File: src/rtl/wb_arb_pkg.sv
// Shared types and helpers for the round-robin Wishbone arbiter.
package wb_arb_pkg;

  typedef enum logic [0:0] {
    ARB_IDLE  = 1'b0,
    ARB_OWNED = 1'b1
  } arb_state_e;

  // $clog2 that never returns 0, so single-entry indices still get one bit.
  function automatic int clog2_safe(input int value);
    int result;
    result = (value <= 1) ? 1 : $clog2(value);
    return result;
  endfunction

  localparam int WDOG_W_DEFAULT = clog2_safe(256 + 1);

endpackage

File: src/rtl/wb_rr_pick.sv
// Combinational rotating-priority picker: searches last+1, last+2, ... (mod N).
module wb_rr_pick
  import wb_arb_pkg::*;
#(
  parameter int N  = 2,
  parameter int IW = 1
) (
  input  logic [N-1:0]  req,
  input  logic [IW-1:0] last,
  output logic [N-1:0]  gnt_onehot,
  output logic [IW-1:0] gnt_idx,
  output logic          any
);

  logic [IW-1:0] cand;

  // First requester after the previous owner wins.
  always_comb begin
    gnt_onehot = '0;
    gnt_idx    = '0;
    any        = 1'b0;
    cand       = '0;
    for (int i = 1; i <= N; i++) begin
      cand = IW'((int'(last) + i) % N);
      if (!any && req[cand]) begin
        any              = 1'b1;
        gnt_idx          = cand;
        gnt_onehot[cand] = 1'b1;
      end else begin
        any = any;
      end
    end
  end

endmodule

File: src/rtl/wb_arbiter_rr.sv
// Round-robin Wishbone arbiter: N initiators share one target, grant held for
// the whole cyc, with a watchdog that aborts transactions never acknowledged.
module wb_arbiter_rr
  import wb_arb_pkg::*;
#(
  parameter int WB_ADDR_WIDTH = 32,
  parameter int WB_DATA_WIDTH = 32,
  parameter int N_INITIATORS  = 2,
  parameter int TIMEOUT       = 256
) (
  input  logic                                       clock,
  input  logic                                       reset,
  input  logic [N_INITIATORS*WB_ADDR_WIDTH-1:0]      adr,
  input  logic [N_INITIATORS*WB_DATA_WIDTH-1:0]      dat_w,
  output logic [N_INITIATORS*WB_DATA_WIDTH-1:0]      dat_r,
  input  logic [N_INITIATORS-1:0]                    cyc,
  input  logic [N_INITIATORS-1:0]                    stb,
  input  logic [N_INITIATORS-1:0]                    we,
  input  logic [N_INITIATORS*(WB_DATA_WIDTH/8)-1:0]  sel,
  output logic [N_INITIATORS-1:0]                    ack,
  output logic [N_INITIATORS-1:0]                    err,
  output logic [WB_ADDR_WIDTH-1:0]                   tadr,
  output logic [WB_DATA_WIDTH-1:0]                   tdat_w,
  output logic [WB_DATA_WIDTH/8-1:0]                 tsel,
  output logic                                       tcyc,
  output logic                                       tstb,
  output logic                                       twe,
  input  logic [WB_DATA_WIDTH-1:0]                   tdat_r,
  input  logic                                       tack,
  input  logic                                       terr,
  output logic [N_INITIATORS-1:0]                    gnt
);

  localparam int AW = WB_ADDR_WIDTH;
  localparam int DW = WB_DATA_WIDTH;
  localparam int SW = WB_DATA_WIDTH / 8;
  localparam int N  = N_INITIATORS;
  localparam int IW = clog2_safe(N);
  localparam int WW = clog2_safe(TIMEOUT + 1);
  localparam logic [WW-1:0] WDOG_LIMIT = WW'((TIMEOUT > 0) ? (TIMEOUT - 1) : 0);
  localparam logic [WW-1:0] WDOG_MAX   = {WW{1'b1}};
  localparam logic [IW-1:0] LAST_INIT  = IW'(N - 1);

  arb_state_e    state;
  logic [IW-1:0] last;
  logic [WW-1:0] wdog;
  logic [N-1:0]  req;
  logic [N-1:0]  pick_onehot;
  logic [IW-1:0] pick_idx;
  logic          pick_any;
  logic          owned;
  logic          own_cyc;
  logic          own_stb;
  logic          wdog_fire;

  assign req = cyc & stb;

  wb_rr_pick #(
    .N  (N),
    .IW (IW)
  ) u_pick (
    .req        (req),
    .last       (last),
    .gnt_onehot (pick_onehot),
    .gnt_idx    (pick_idx),
    .any        (pick_any)
  );

  // While owned, last always holds the owner index.
  assign owned     = (state == ARB_OWNED);
  assign own_cyc   = cyc[last];
  assign own_stb   = stb[last];
  assign wdog_fire = (TIMEOUT != 0) && owned && own_stb && !tack && !terr &&
                     (wdog == WDOG_LIMIT);

  assign dat_r = {N{tdat_r}};

  // Route the owner's request to the target and the response back to the owner only.
  always_comb begin
    tcyc   = 1'b0;
    tstb   = 1'b0;
    twe    = 1'b0;
    tadr   = '0;
    tdat_w = '0;
    tsel   = '0;
    ack    = '0;
    err    = '0;
    if (owned) begin
      tcyc      = own_cyc;
      tstb      = own_stb;
      twe       = we[last];
      tadr      = adr[last*AW +: AW];
      tdat_w    = dat_w[last*DW +: DW];
      tsel      = sel[last*SW +: SW];
      ack[last] = tack & own_cyc;
      err[last] = terr | wdog_fire;
    end else begin
      tcyc = 1'b0;
    end
  end

  // Arbitration state, grant, rotation pointer and saturating watchdog.
  always_ff @(posedge clock) begin
    if (reset) begin
      state <= ARB_IDLE;
      gnt   <= '0;
      last  <= LAST_INIT;
      wdog  <= '0;
    end else begin
      case (state)
        ARB_IDLE: begin
          wdog <= '0;
          if (pick_any) begin
            gnt   <= pick_onehot;
            last  <= pick_idx;
            state <= ARB_OWNED;
          end
        end
        ARB_OWNED: begin
          if (!own_cyc || wdog_fire) begin
            state <= ARB_IDLE;
            gnt   <= '0;
            wdog  <= '0;
          end else if (tack || terr) begin
            wdog <= '0;
          end else if (own_stb && (wdog != WDOG_MAX)) begin
            wdog <= wdog + 1'b1;
          end
        end
        default: begin
          state <= ARB_IDLE;
          gnt   <= '0;
          wdog  <= '0;
        end
      endcase
    end
  end

endmodule

File: config.mk
export PLATFORM = sky130hd
export DESIGN_NAME = wb_arbiter_rr
export DESIGN_NICKNAME = d
export VERILOG_FILES = /design/src/rtl/wb_arb_pkg.sv /design/src/rtl/wb_rr_pick.sv /design/src/rtl/wb_arbiter_rr.sv
export SDC_FILE = /design/constraint.sdc
export NUM_CORES = 1
export LEC_CHECK = 0
export CAP_MARGIN = 15
export CORE_AREA = 2 2 123 125
export DETAILED_ROUTE_END_ITERATION = 8
export DIE_AREA = 0 0 125 127
export SYNTH_ARGS = -nofsm -noshare
export SYNTH_HDL_FRONTEND = slang
export SYNTH_HIERARCHICAL = 1
export SYNTH_SLANG_ARGS = --single-unit
File: constraint.sdc
create_clock -name clock -period 2.5 [get_ports clock]
set_clock_uncertainty 0.1 [all_clocks]
set_input_delay 0.5 -clock clock [delete_from_list [all_inputs] [get_ports clock]]
set_output_delay 0.5 -clock clock [all_outputs]
set_load 0.02 [all_outputs]
==> flow_metrics.env <==
export IMPL_p_leak_nw=2.121
export IMPL_grt_pass1_vias=2618
export IMPL_timing_final_crit_share_pct=97.03
export IMPL_maxCapViolCount=0
export IMPL_die_area_mm2=0.01588
export IMPL_ios=319
export IMPL_setup_worst_path_start_class="primary input"
export IMPL_reg2reg_to="wdog[7]"
export IMPL_crit_type="in2out"
export IMPL_layout_min_cycle_time_ns=2.426
export IMPL_diodes=0
export IMPL_start_util_pct=17.06
export IMPL_htreeDepth=1
export IMPL_preCtsSetupSlack_ns=-0.3179
export IMPL_synthToLayoutAreaGrowth_pct=90.34
export IMPL_tightest_slew_ns=0.4356
export IMPL_grtUsageTotal_pct=10.12
export IMPL_cpMostUsedCell="clkdlybuf4s50_1"
export IMPL_cts_tree="yes"
export IMPL_netlist_area_mm2=0.002461
export IMPL_setup_worst_path_end_class="output pin"
export IMPL_clk_pin_slew_worst_paths_ns=0.05
export IMPL_cts_made_buffers=3
export IMPL_reg2reg_from="wdog[0]"
export IMPL_cp_slowest_cell="clkdlybuf4s50_1"
export IMPL_powerDensity_mw_per_mm2=288.8
export IMPL_status="completed"
export IMPL_cts_root_buf="clkbuf_16"
export IMPL_fin_ws_ns=0.07430
export IMPL_cts_setup_buffers=0
export IMPL_routed_wirelength_um=9264
export IMPL_ys_types=36
export IMPL_final_cell_mix="210 x clkdlybuf4s50_1, 72 x nor2b_1, 69 x mux2i_1, 18 x buf_4, 13 x nor2_1"
export IMPL_hold_viol=0
export IMPL_reg2reg_slack_ns=0.60
export IMPL_ir_drop_mv=0.2876
export IMPL_antenna_found_initial=0
export IMPL_worstPathCellList="clkdlybuf4s50_1 > nand2_1 > nor2_1 > clkdlybuf4s50_1"
export IMPL_chipWidth_um=125
export IMPL_max_slew_margin_rel_pct=70.90
export IMPL_core_mm2=0.01442
export IMPL_die_height_um=127
export IMPL_io_buffer_count=222
export IMPL_grt_pass1_wl_um=13370
export IMPL_drive_gt1_share_pct=10.06
export IMPL_ys_seq_elements=13
export IMPL_fillers=1490
export IMPL_viasPerCell=3.959
export IMPL_route_detailed_drc=0
export IMPL_cts_sink_count=13
export IMPL_min_delay_path_depth=2
export IMPL_overflow=0
export IMPL_critical_path_required_ns=1.90
export IMPL_holdPathEnd="gnt[1]"
export IMPL_seq_area_frac_synth_pct=10.57
export IMPL_totalPowerFinal_mw=1.353
export IMPL_avgSynthCellArea_um2=8.149
export IMPL_setup_viol=0
export IMPL_path_buf_inv=2
export IMPL_reg2regPathDepth=8
export IMPL_ctsLongestPathBuffers=2
export IMPL_critPathTopFamily="buffers and inverters"
export IMPL_max_stage_delay_ns=0.62
export IMPL_final_common_cell="clkdlybuf4s50_1"
export IMPL_clk_latency_ns=0.24
export IMPL_gp_congestion=0.8137
export IMPL_wl_per_cell_um=14.23
export IMPL_dpl_hpwl_um=7247
export IMPL_drt_iter0_drc=44
export IMPL_rows=44
export IMPL_regArea_um2=267.8
export IMPL_max_freq_ghz=0.4123
export IMPL_grt_max_degree=47
export IMPL_crit_fanout=3
export IMPL_antenna_left=0
export IMPL_fin_nets=649
export IMPL_first_pass_iters=4
export IMPL_hold_path_class="reg2reg"
export IMPL_via_count=2577
export IMPL_netlist_instances=302
export IMPL_holdCritStartpoint="gnt[1]"
export IMPL_syn_num_nets=483
export IMPL_ys_warnings_count=6
export IMPL_cp_arrival_ns=1.83
export IMPL_slew_violations=0
export IMPL_multi_input_area_mm2=0.001665
-- layout make-up --
cell class / count / area share [%]
clock buffers: 4 / 1.683
repair buffers: 241 / 51.90
flip-flops and latches: 13 / 5.716
inverters: 3 / 0.2404
multi-input cells: 206 / 35.55
well taps: 184 / 4.915
-- cell usage after synthesis --
master / count / share of area [%]
nor2b_1: 72 / 18
or2_1: 1 / 0.25
or2_2: 1 / 0.25
buf_4: 65 / 20
nor3_1: 3 / 0.61
nand2_2: 1 / 0.25
buf_2: 7 / 1.4
nand3_1: 1 / 0.20
dfxtp_1: 13 / 11
nor2_1: 13 / 2.0
mux2i_4: 1 / 0.92
nand3_2: 1 / 0.41
nand4b_1: 1 / 0.36
nor3b_2: 1 / 0.51
ha_1: 3 / 1.5
mux2i_1: 69 / 28
nor3b_1: 1 / 0.31
a211oi_2: 1 / 0.51
nand2b_1: 1 / 0.25
a21oi_1: 4 / 0.81
nand3b_4: 1 / 0.81
o21ai_0: 1 / 0.20
xnor2_1: 7 / 2.5
o21ba_1: 1 / 0.41
inv_1: 3 / 0.46
and2_1: 2 / 0.51
nor4b_2: 2 / 1.2
nor4_2: 1 / 0.51
o31ai_4: 1 / 0.86
a211o_1: 1 / 0.36
clkbuf_1: 8 / 1.2
a311oi_1: 2 / 0.71
a21boi_1: 1 / 0.31
a21boi_0: 2 / 0.61
a21boi_4: 1 / 0.76
nand2_1: 8 / 1.2
-- worst max path at each step --
stage,end,cells after the start,start,slack (ns)
detailed placement,err[0],6,stb[1],-0.32
global route,err[0],8,wdog[0],-0.008
global placement,err[0],6,stb[1],-0.32
CTS,tdat_w[24],4,dat_w[56],0.002
floorplan,err[0],7,wdog[0],0.22
finish,ack[1],4,tack,0.07
-- routing by layer --
layer / global-route usage (%) / up-vias / share of wire (%)
met3: 1.843 / 24 / 6.3
li1: - / 1273 / -
met4: 2.941 / 0 / 1.6
met1: 11.50 / 1155 / 41
met2: 19.25 / 125 / 52
met5: 0 / - / 0
-- report_power, final --
group | switching, mW | internal, mW | total [mW]
logic | 0.331 | 0.490 | 0.821
registers | 0.0100 | 0.213 | 0.223
clock network | 0.0940 | 0.216 | 0.310
-- cell families after synthesis --
logic type | after synthesis | share of synthesized area, %
AO/OA/AOI/OAI | 15 | 5.541
XOR/XNOR | 7 | 2.491
adder cells (fa/ha/maj) | 3 | 1.525
buffers and inverters | 83 | 22.93
flip-flops | 13 | 10.57
multiplexers | 70 | 28.98
AND/OR/NAND/NOR | 111 | 27.96
-- through the flow --
step | hold slack, ns | cells | util (%) | cell area [µm²] | TNS (ns)
detailed placement | 0.4235 | 646 | 31.43 | 4533 | -0.7006
floorplan | 0.3705 | 302 | - | 2461 | 0
global route | 0.4765 | 651 | 32.48 | 4684 | -0.007592
CTS | 0.4378 | 650 | 32.00 | 4616 | 0
global placement | 0.4039 | 646 | 31.43 | 4533 | -0.7068
finish | 0.4406 | 651 | 32.48 | 4684 | 0
-- state kept, by name, indices dropped and copies added, names as in the netlist --
register,cells
owned,1
wdog,9
last,1
gnt,2
-- tightest hold or removal path: stages, from the launching register on --
cell and delay (ns):
dfxtp_1 0.31, a21oi_1 0.12, a311oi_1 0.06
-- timing repair --
| item | CTS | global route |
|---|---|---|
| resized for setup | 12 | 15 |
| pin swaps | 2 | 2 |
| hold buffers | 0 | 0 |
| setup endpoints to repair | 4 | 15 |
| cloned | 0 | 1 |
Note: power is estimated with default switching activity, not from simulation.
